==> src/rtl/cmd_proc_if.sv <==
// Command/response link between the UART wrapper and the command sequencer.
// The wrapper (master) presents an assembled 16-bit command and receives
// the consume pulse plus a one-byte acknowledge to transmit.
interface cmd_proc_if;
  logic [15:0] cmd;
  logic        cmd_rdy;
  logic        clr_cmd_rdy;
  logic        send_resp;
  logic [7:0]  resp;

  modport master (output cmd, cmd_rdy, input clr_cmd_rdy, send_resp, resp);
  modport slave  (input cmd, cmd_rdy, output clr_cmd_rdy, send_resp, resp);
endinterface

==> src/rtl/cmd_proc.sv <==
// Command sequencer: executes calibrate / move / move+fanfare commands,
// drives heading and ramped forward-speed targets to the motion controller,
// counts center-line crossings and acknowledges each completed command.
module cmd_proc #(
  parameter logic [9:0]  FRWRD_INC = 10'h020,
  parameter logic [9:0]  MAX_SPD   = 10'h300,
  parameter logic [11:0] ALIGN_TOL = 12'h030
) (
  input  logic        clk,
  input  logic        rst_n,
  cmd_proc_if.slave   cmd_bus,
  input  logic [11:0] heading,
  input  logic        heading_rdy,
  input  logic        cal_done,
  input  logic        cntrIR,
  output logic        strt_cal,
  output logic        moving,
  output logic [11:0] dsrd_hdng,
  output logic [9:0]  frwrd,
  output logic        fanfare
);

  typedef enum logic [2:0] {IDLE, CAL, HDNG, RAMP_UP, RAMP_DOWN} state_t;

  localparam logic [9:0] FRWRD_DEC = {FRWRD_INC[8:0], 1'b0};

  state_t      state, state_nxt;
  logic [11:0] dsrd_nxt;
  logic [9:0]  frwrd_nxt;
  logic        fan_q, fan_nxt;     // latched opcode bit 0: move ends with fanfare
  logic [4:0]  tgt_q, tgt_nxt;     // line crossings to travel (2 per square)
  logic [4:0]  cnt_q, cnt_nxt;     // line crossings seen so far
  logic        cntr_ff;
  logic        clr_c, resp_c;

  // heading error with 12-bit wrap; magnitude compared unsigned so the
  // -2048 corner (magnitude 0x800) is never treated as aligned
  logic [11:0] err, err_abs;
  logic        aligned;
  assign err     = heading - dsrd_hdng;
  assign err_abs = err[11] ? (~err + 12'd1) : err;
  assign aligned = (err_abs < ALIGN_TOL);

  // saturating speed step up, floored step down
  logic [10:0] frwrd_sum;
  logic [9:0]  frwrd_up, frwrd_dn;
  assign frwrd_sum = {1'b0, frwrd} + {1'b0, FRWRD_INC};
  assign frwrd_up  = (frwrd_sum > {1'b0, MAX_SPD}) ? MAX_SPD : frwrd_sum[9:0];
  assign frwrd_dn  = (frwrd < FRWRD_DEC) ? 10'h000 : (frwrd - FRWRD_DEC);

  logic       ir_rise;
  logic [4:0] cnt_inc;
  assign ir_rise = cntrIR & ~cntr_ff;
  assign cnt_inc = cnt_q + 5'd1;

  assign moving              = (state == HDNG) || (state == RAMP_UP) || (state == RAMP_DOWN);
  assign cmd_bus.clr_cmd_rdy = clr_c;
  assign cmd_bus.send_resp   = resp_c;
  assign cmd_bus.resp        = 8'hA5;

  // state and datapath registers
  always_ff @(posedge clk or negedge rst_n) begin
    if (!rst_n) begin
      state     <= IDLE;
      dsrd_hdng <= 12'h000;
      frwrd     <= 10'h000;
      fan_q     <= 1'b0;
      tgt_q     <= 5'd0;
      cnt_q     <= 5'd0;
      cntr_ff   <= 1'b0;
    end else begin
      state     <= state_nxt;
      dsrd_hdng <= dsrd_nxt;
      frwrd     <= frwrd_nxt;
      fan_q     <= fan_nxt;
      tgt_q     <= tgt_nxt;
      cnt_q     <= cnt_nxt;
      cntr_ff   <= cntrIR;
    end
  end

  // next-state, datapath updates and Mealy strobes
  always_comb begin
    state_nxt = state;
    dsrd_nxt  = dsrd_hdng;
    frwrd_nxt = frwrd;
    fan_nxt   = fan_q;
    tgt_nxt   = tgt_q;
    cnt_nxt   = cnt_q;
    clr_c     = 1'b0;
    resp_c    = 1'b0;
    strt_cal  = 1'b0;
    fanfare   = 1'b0;
    case (state)
      IDLE: begin
        if (cmd_bus.cmd_rdy) begin
          clr_c = 1'b1;
          case (cmd_bus.cmd[15:12])
            4'h0: begin
              strt_cal  = 1'b1;
              state_nxt = CAL;
            end
            4'h2, 4'h3: begin
              dsrd_nxt  = (cmd_bus.cmd[11:4] == 8'h00) ? 12'h000 : {cmd_bus.cmd[11:4], 4'hF};
              fan_nxt   = cmd_bus.cmd[12];
              tgt_nxt   = {cmd_bus.cmd[3:0], 1'b0};
              cnt_nxt   = 5'd0;
              frwrd_nxt = 10'h000;
              state_nxt = HDNG;
            end
            default: ;  // unknown opcode: consumed silently
          endcase
        end
      end
      CAL: begin
        if (cal_done) begin
          resp_c    = 1'b1;
          state_nxt = IDLE;
        end
      end
      HDNG: begin
        if (heading_rdy && aligned)
          state_nxt = (tgt_q == 5'd0) ? RAMP_DOWN : RAMP_UP;
      end
      RAMP_UP: begin
        if (heading_rdy)
          frwrd_nxt = frwrd_up;
        if (ir_rise) begin
          cnt_nxt = cnt_inc;
          if (cnt_inc == tgt_q)
            state_nxt = RAMP_DOWN;
        end
      end
      RAMP_DOWN: begin
        if (frwrd == 10'h000) begin
          resp_c    = 1'b1;
          fanfare   = fan_q;
          state_nxt = IDLE;
        end else if (heading_rdy) begin
          frwrd_nxt = frwrd_dn;
        end
      end
      default: state_nxt = IDLE;
    endcase
  end

endmodule

==> src/flat_wrapper.sv <==
// flat-port wrapper written by rule: the top's interface ports become plain ports
module cmd_proc_flat 
#(
  parameter logic [9:0]  FRWRD_INC = 10'h020,
  parameter logic [9:0]  MAX_SPD   = 10'h300,
  parameter logic [11:0] ALIGN_TOL = 12'h030
)
  (clk, rst_n, heading, heading_rdy, cal_done, cntrIR, strt_cal, moving, dsrd_hdng, frwrd, fanfare, cmd_bus_cmd, cmd_bus_cmd_rdy, cmd_bus_clr_cmd_rdy, cmd_bus_send_resp, cmd_bus_resp);
  cmd_proc_if cmd_bus_i ();
  input  logic clk;
  input  logic rst_n;
  input  logic [11:0] heading;
  input  logic heading_rdy;
  input  logic cal_done;
  input  logic cntrIR;
  output logic strt_cal;
  output logic moving;
  output logic [11:0] dsrd_hdng;
  output logic [9:0] frwrd;
  output logic fanfare;
  input wire logic [$bits(cmd_bus_i.cmd)-1:0] cmd_bus_cmd;
  input wire logic [$bits(cmd_bus_i.cmd_rdy)-1:0] cmd_bus_cmd_rdy;
  output wire logic [$bits(cmd_bus_i.clr_cmd_rdy)-1:0] cmd_bus_clr_cmd_rdy;
  output wire logic [$bits(cmd_bus_i.send_resp)-1:0] cmd_bus_send_resp;
  output wire logic [$bits(cmd_bus_i.resp)-1:0] cmd_bus_resp;
  assign cmd_bus_i.cmd = cmd_bus_cmd;
  assign cmd_bus_i.cmd_rdy = cmd_bus_cmd_rdy;
  assign cmd_bus_clr_cmd_rdy = cmd_bus_i.clr_cmd_rdy;
  assign cmd_bus_send_resp = cmd_bus_i.send_resp;
  assign cmd_bus_resp = cmd_bus_i.resp;
  cmd_proc #(.FRWRD_INC(FRWRD_INC), .MAX_SPD(MAX_SPD), .ALIGN_TOL(ALIGN_TOL)) u_core (.clk(clk), .rst_n(rst_n), .cmd_bus(cmd_bus_i), .heading(heading), .heading_rdy(heading_rdy), .cal_done(cal_done), .cntrIR(cntrIR), .strt_cal(strt_cal), .moving(moving), .dsrd_hdng(dsrd_hdng), .frwrd(frwrd), .fanfare(fanfare));
endmodule
==> config.mk <==
export PLATFORM = sky130hd
export DESIGN_NAME = cmd_proc_flat
export DESIGN_NICKNAME = d
export VERILOG_FILES = /design/src/rtl/cmd_proc_if.sv /design/src/rtl/cmd_proc.sv /design/src/flat_wrapper.sv
export SDC_FILE = /design/constraint.sdc
export NUM_CORES = 1
export LEC_CHECK = 0
export CAP_MARGIN = 30
export CORE_UTILIZATION = 45
export DETAILED_ROUTE_END_ITERATION = 10
export GPL_TIMING_DRIVEN = 0
export PLACE_DENSITY = 0.78
export SETUP_SLACK_MARGIN = 0.02
export SLEW_MARGIN = 20
export SYNTH_ARGS = -nofsm -noshare
export SYNTH_HDL_FRONTEND = slang
export SYNTH_SLANG_ARGS = --single-unit
export TNS_END_PERCENT = 50
==> constraint.sdc <==
create_clock -name clk -period 2.71 [get_ports clk]
set_input_delay 0.542 -clock clk [delete_from_list [all_inputs] [get_ports clk]]
set_output_delay 0.542 -clock clk [all_outputs]
set_load 0.02 [all_outputs]
==> summary.md <==
| Metric | Value |
|---|---|
| Status | finished, violations left |
| Failing checks | negative setup slack |
| Unrepaired setup endpoints after global routing | true |
| Area after DPL | 3340 um2 |
| Max-slew headroom | 53.5% |
| Commonest non-fill, non-tap cell in the layout | buf_4 |
| Final setup vio count | 4 |
| Hold buffers post-CTS | 0 |
| Worst VDD drop | 0.000632 V |
| CP Cell Sequence | inv_2 > ha_4 > buf_6 > and3_4 > buf_4 > a221oi_2 > nand4_1 > nor3b_2 > nor4_1 > a21bo_2 > a31oi_4 > o31ai_2 |
| Clock skew | around 0.0037 ns |
| Routed Antenna Nets | 0 |
| Crit path time final | 2.81 ns |
| Drt wl/cell | approximately 16 um |
| Max Root-Sink Buffers | 2 |
| Netlist cell types | 68 |
| IO Port Bufs | 55 |
| Share of power burned in registers | 18.7% |
| H-tree Lvls | 1 |
| Final worst-path cycle share | 104% |
| Tightest Hold Check Type | input pin to asynchronous set/reset pin |
| Clock power frac | approximately 9.0% |
| Die area | 6160 um2 |
| Clock root buffer | clkbuf_8 |
| Clk Latency, worst-skew pair | approximately 0.28 ns |
| Fraction of registers with async set/reset | 100% |
| Syn Inst Count | about 310 |
| Final GP Congestion | ~0.9 |
| Final hold vios | 0 |
| Crit. End Element | flip-flop |
| Mean number of vias per cell | 5.72 |
| Register area share after synthesis | approximately a quarter |
| Largest net degree at the start of global routing | 29 |
| Power Density | 910 nW/um2 |
| Pint | 2.08 mW |
| NumNets Final | 463 |
| Die Y | approximately 80 um |
| Clock transition at the registers of the reported paths | ~0.10 ns |
| Worst-path maximum fanout | 5 |
| CTS Buf Count | 3 |
| Worst-margin pin slew | 0.690 ns |
| Inserted Diodes | 0 |
| Number of global-route vias before repair | between 2000 and 3000 |
| First-pass GRT wire length | between 10 and 15 mm |
| WS Path Type | flip-flop to flip-flop |
| Max Slew Vio Count | 0 |
| Iter 0 DRT Violations | 111 |
| Number of synthesized flops with an enable pin | 0 |
| Max-cap violation count | 0 |
| Crit path launch type | flip-flop |
| Setup slack at placement | -0.717 ns |
| Max stage delay on crit path | approximately 0.44 ns |
| Vias | approximately 2800 |
| Flops & latches, synth | 28 |
| Yosys warns | 0 |
| Pleak | approximately 1.7 nW |
| Final wirelength | 7.86 mm |
| Io pins | 69 |
| Width of the die | 78.5 um |
| Switch share | ~44% |
| Half-perimeter wire length after detailed placement | 4.76 mm |
| Filler instances | 363 |
| DRC viols | 0 |
| Cell area after synthesis | approximately 2600 um2 |
| CP max stage cell | dfrtp_1 |
| Syn Area/Cell | 8.60 um2 |
| Commonest non-fill, non-tap cells in the layout | 49 x buf_4, 41 x clkdlybuf4s50_1, 31 x nand2_1 |
| Hold_ws | about 0.27 ns |
| Syn-to-layout area delta | 56.7% |
| Post-Layout Inst Area | 4130 um2 |
| Row count | 27 |
| FMAX | 356 MHz |
| Worst EP required | a little under 3 ns |
| Fin util | 74.0% |
| Core area | approximately 5600 um2 |
| Synth Flop Type | dfrtp_1 |
| Share of layout cells above drive strength 1 | 37.5% |
| Initial DRT Pass Iterations | 5 |
| Total Power | 3.75 mW |
| Clk sinks | 28 |
| Critical path arrival | 3.00 ns |
| Gr ovfl total | 0 |
| Starting Density | 47.2% |
| Setup ws final | -0.0957 ns |
| Psw | approximately 1.7 mW |
| GRT Util Overall | 23.7% |
| Part of the power in combinational logic | between 70% and 80% |
| Initial antenna violation count | 0 |
| TritonCTS clock tree | done |
-- cells in the mapped netlist, types with 3 or more instances --
cell type	count	area [um2]
nand3_1	5	25.0
nand2_1	31	116
o21ai_0	15	75.1
a31oi_1	7	43.8
nor2b_1	10	62.6
clkbuf_1	6	22.5
a21o_1	3	22.5
and3_1	3	18.8
nor3b_1	6	45.0
nor2_1	16	60.1
a211oi_1	4	30.0
a21oi_1	10	50.1
xor2_1	4	35.0
buf_4	18	135
ha_1	16	200
nand4_1	4	25.0
o211ai_1	4	30.0
nor3_1	5	25.0
a22oi_1	3	22.5
o22ai_1	3	18.8
dfrtp_1	28	701
xnor2_1	9	78.8
mux2_2	13	146
inv_1	20	75.1
nor4_1	5	31.3
o2111ai_1	4	35.0
nand2b_1	3	18.8
-- power groups by stage --
stage / Clock, mW / Sequential (mW) / Combinational [mW]
floorplan: 0 / 0.742 / 1.27
global placement: 0 / 0.690 / 1.77
detailed placement: 0 / 0.696 / 1.80
CTS: 0.340 / 0.689 / 2.38
global route: 0.358 / 0.722 / 2.88
finish: 0.339 / 0.703 / 2.71
-- sequential cells by signal (all words and copies together), names as in the netlist --
signal            flops
u_core.cntr_ff        1
u_core.dsrd_hdng      9
u_core.cnt_q          5
u_core.state          3
u_core.fan_q          1
u_core.tgt_q          4
u_core.frwrd          5
-- through the flow --
stage | setup TNS [ns] | std cells
finish | -0.170 | 483
global route | -0.578 | 483
CTS | -0.0413 | 468
detailed placement | -2.74 | 444
global placement | -2.92 | 444
floorplan | 0 | 317
-- path summary, 6_finish.rpt --
check	startpoint	to	slack, ns	cells past startpoint
hold reg to reg	u_core.fan_q	u_core.fan_q	0.51	1
hold / removal	rst_n	u_core.frwrd[7]	0.27	1
max in group asynchronous	rst_n	u_core.dsrd_hdng[3]	1.99	1
setup / recovery	u_core.dsrd_hdng[5]	u_core.state[0]	-0.1	12
setup reg to reg	u_core.dsrd_hdng[5]	u_core.state[0]	-0.1	12
min in group clk	u_core.fan_q	u_core.fan_q	0.51	1
-- cells by family (layout without fill, tap and decap cells) --
| logic type | Yosys count | in the layout | share of synthesized area [%] |
|---|---|---|---|
| xor+xnor | 13 | 13 | 4.33 |
| mux | 15 | 15 | 6.32 |
| simple gates | 105 | 105 | 21.9 |
| other cells | 2 | 13 | 0.285 |
| flops | 28 | 28 | 26.6 |
| buf+inv | 48 | 142 | 9.60 |
| compound gates | 78 | 78 | 22.6 |
| fa+ha+maj | 17 | 17 | 8.36 |
-- per-layer routing --
layer	up-vias	share of wire [%]	GRT usage (%)
li1	1305	-	-
met2	130	51	41.1
met3	19	6.9	4.07
met4	0	2.5	5.74
met1	1311	40	30.5
met5	-	0	0
-- area by class of cell --
| cell class | count | area [um2] | area share (%) |
|---|---|---|---|
| Inverter | 20 | 77.6 | 1.88 |
| Multi-Input combinational cell | 241 | 2160 | 52.3 |
| Sequential cell | 28 | 704 | 17.1 |
| Timing Repair Buffer | 92 | 831 | 20.1 |
| Tap cell | 72 | 90.1 | 2.18 |
| Clock inverter | 1 | 30.0 | 0.728 |
| Clock buffer | 3 | 41.3 | 1.00 |
| Buffer | 26 | 193 | 4.67 |
-- worst max-delay path: cells and delay by family (launching register included) --
family          cells  cell delay, ns
compound gates      4            0.94
simple gates        4            0.79
flops               1            0.44
buf+inv             3            0.35
fa+ha+maj           1            0.19
-- what timing repair did --
action,in CTS,in global routing
pin swaps,34,29
buffers inserted,21,16
endpoints found under the setup margin,6,7
resized for setup,87,32
Note: power is estimated with default switching activity, not from simulation.
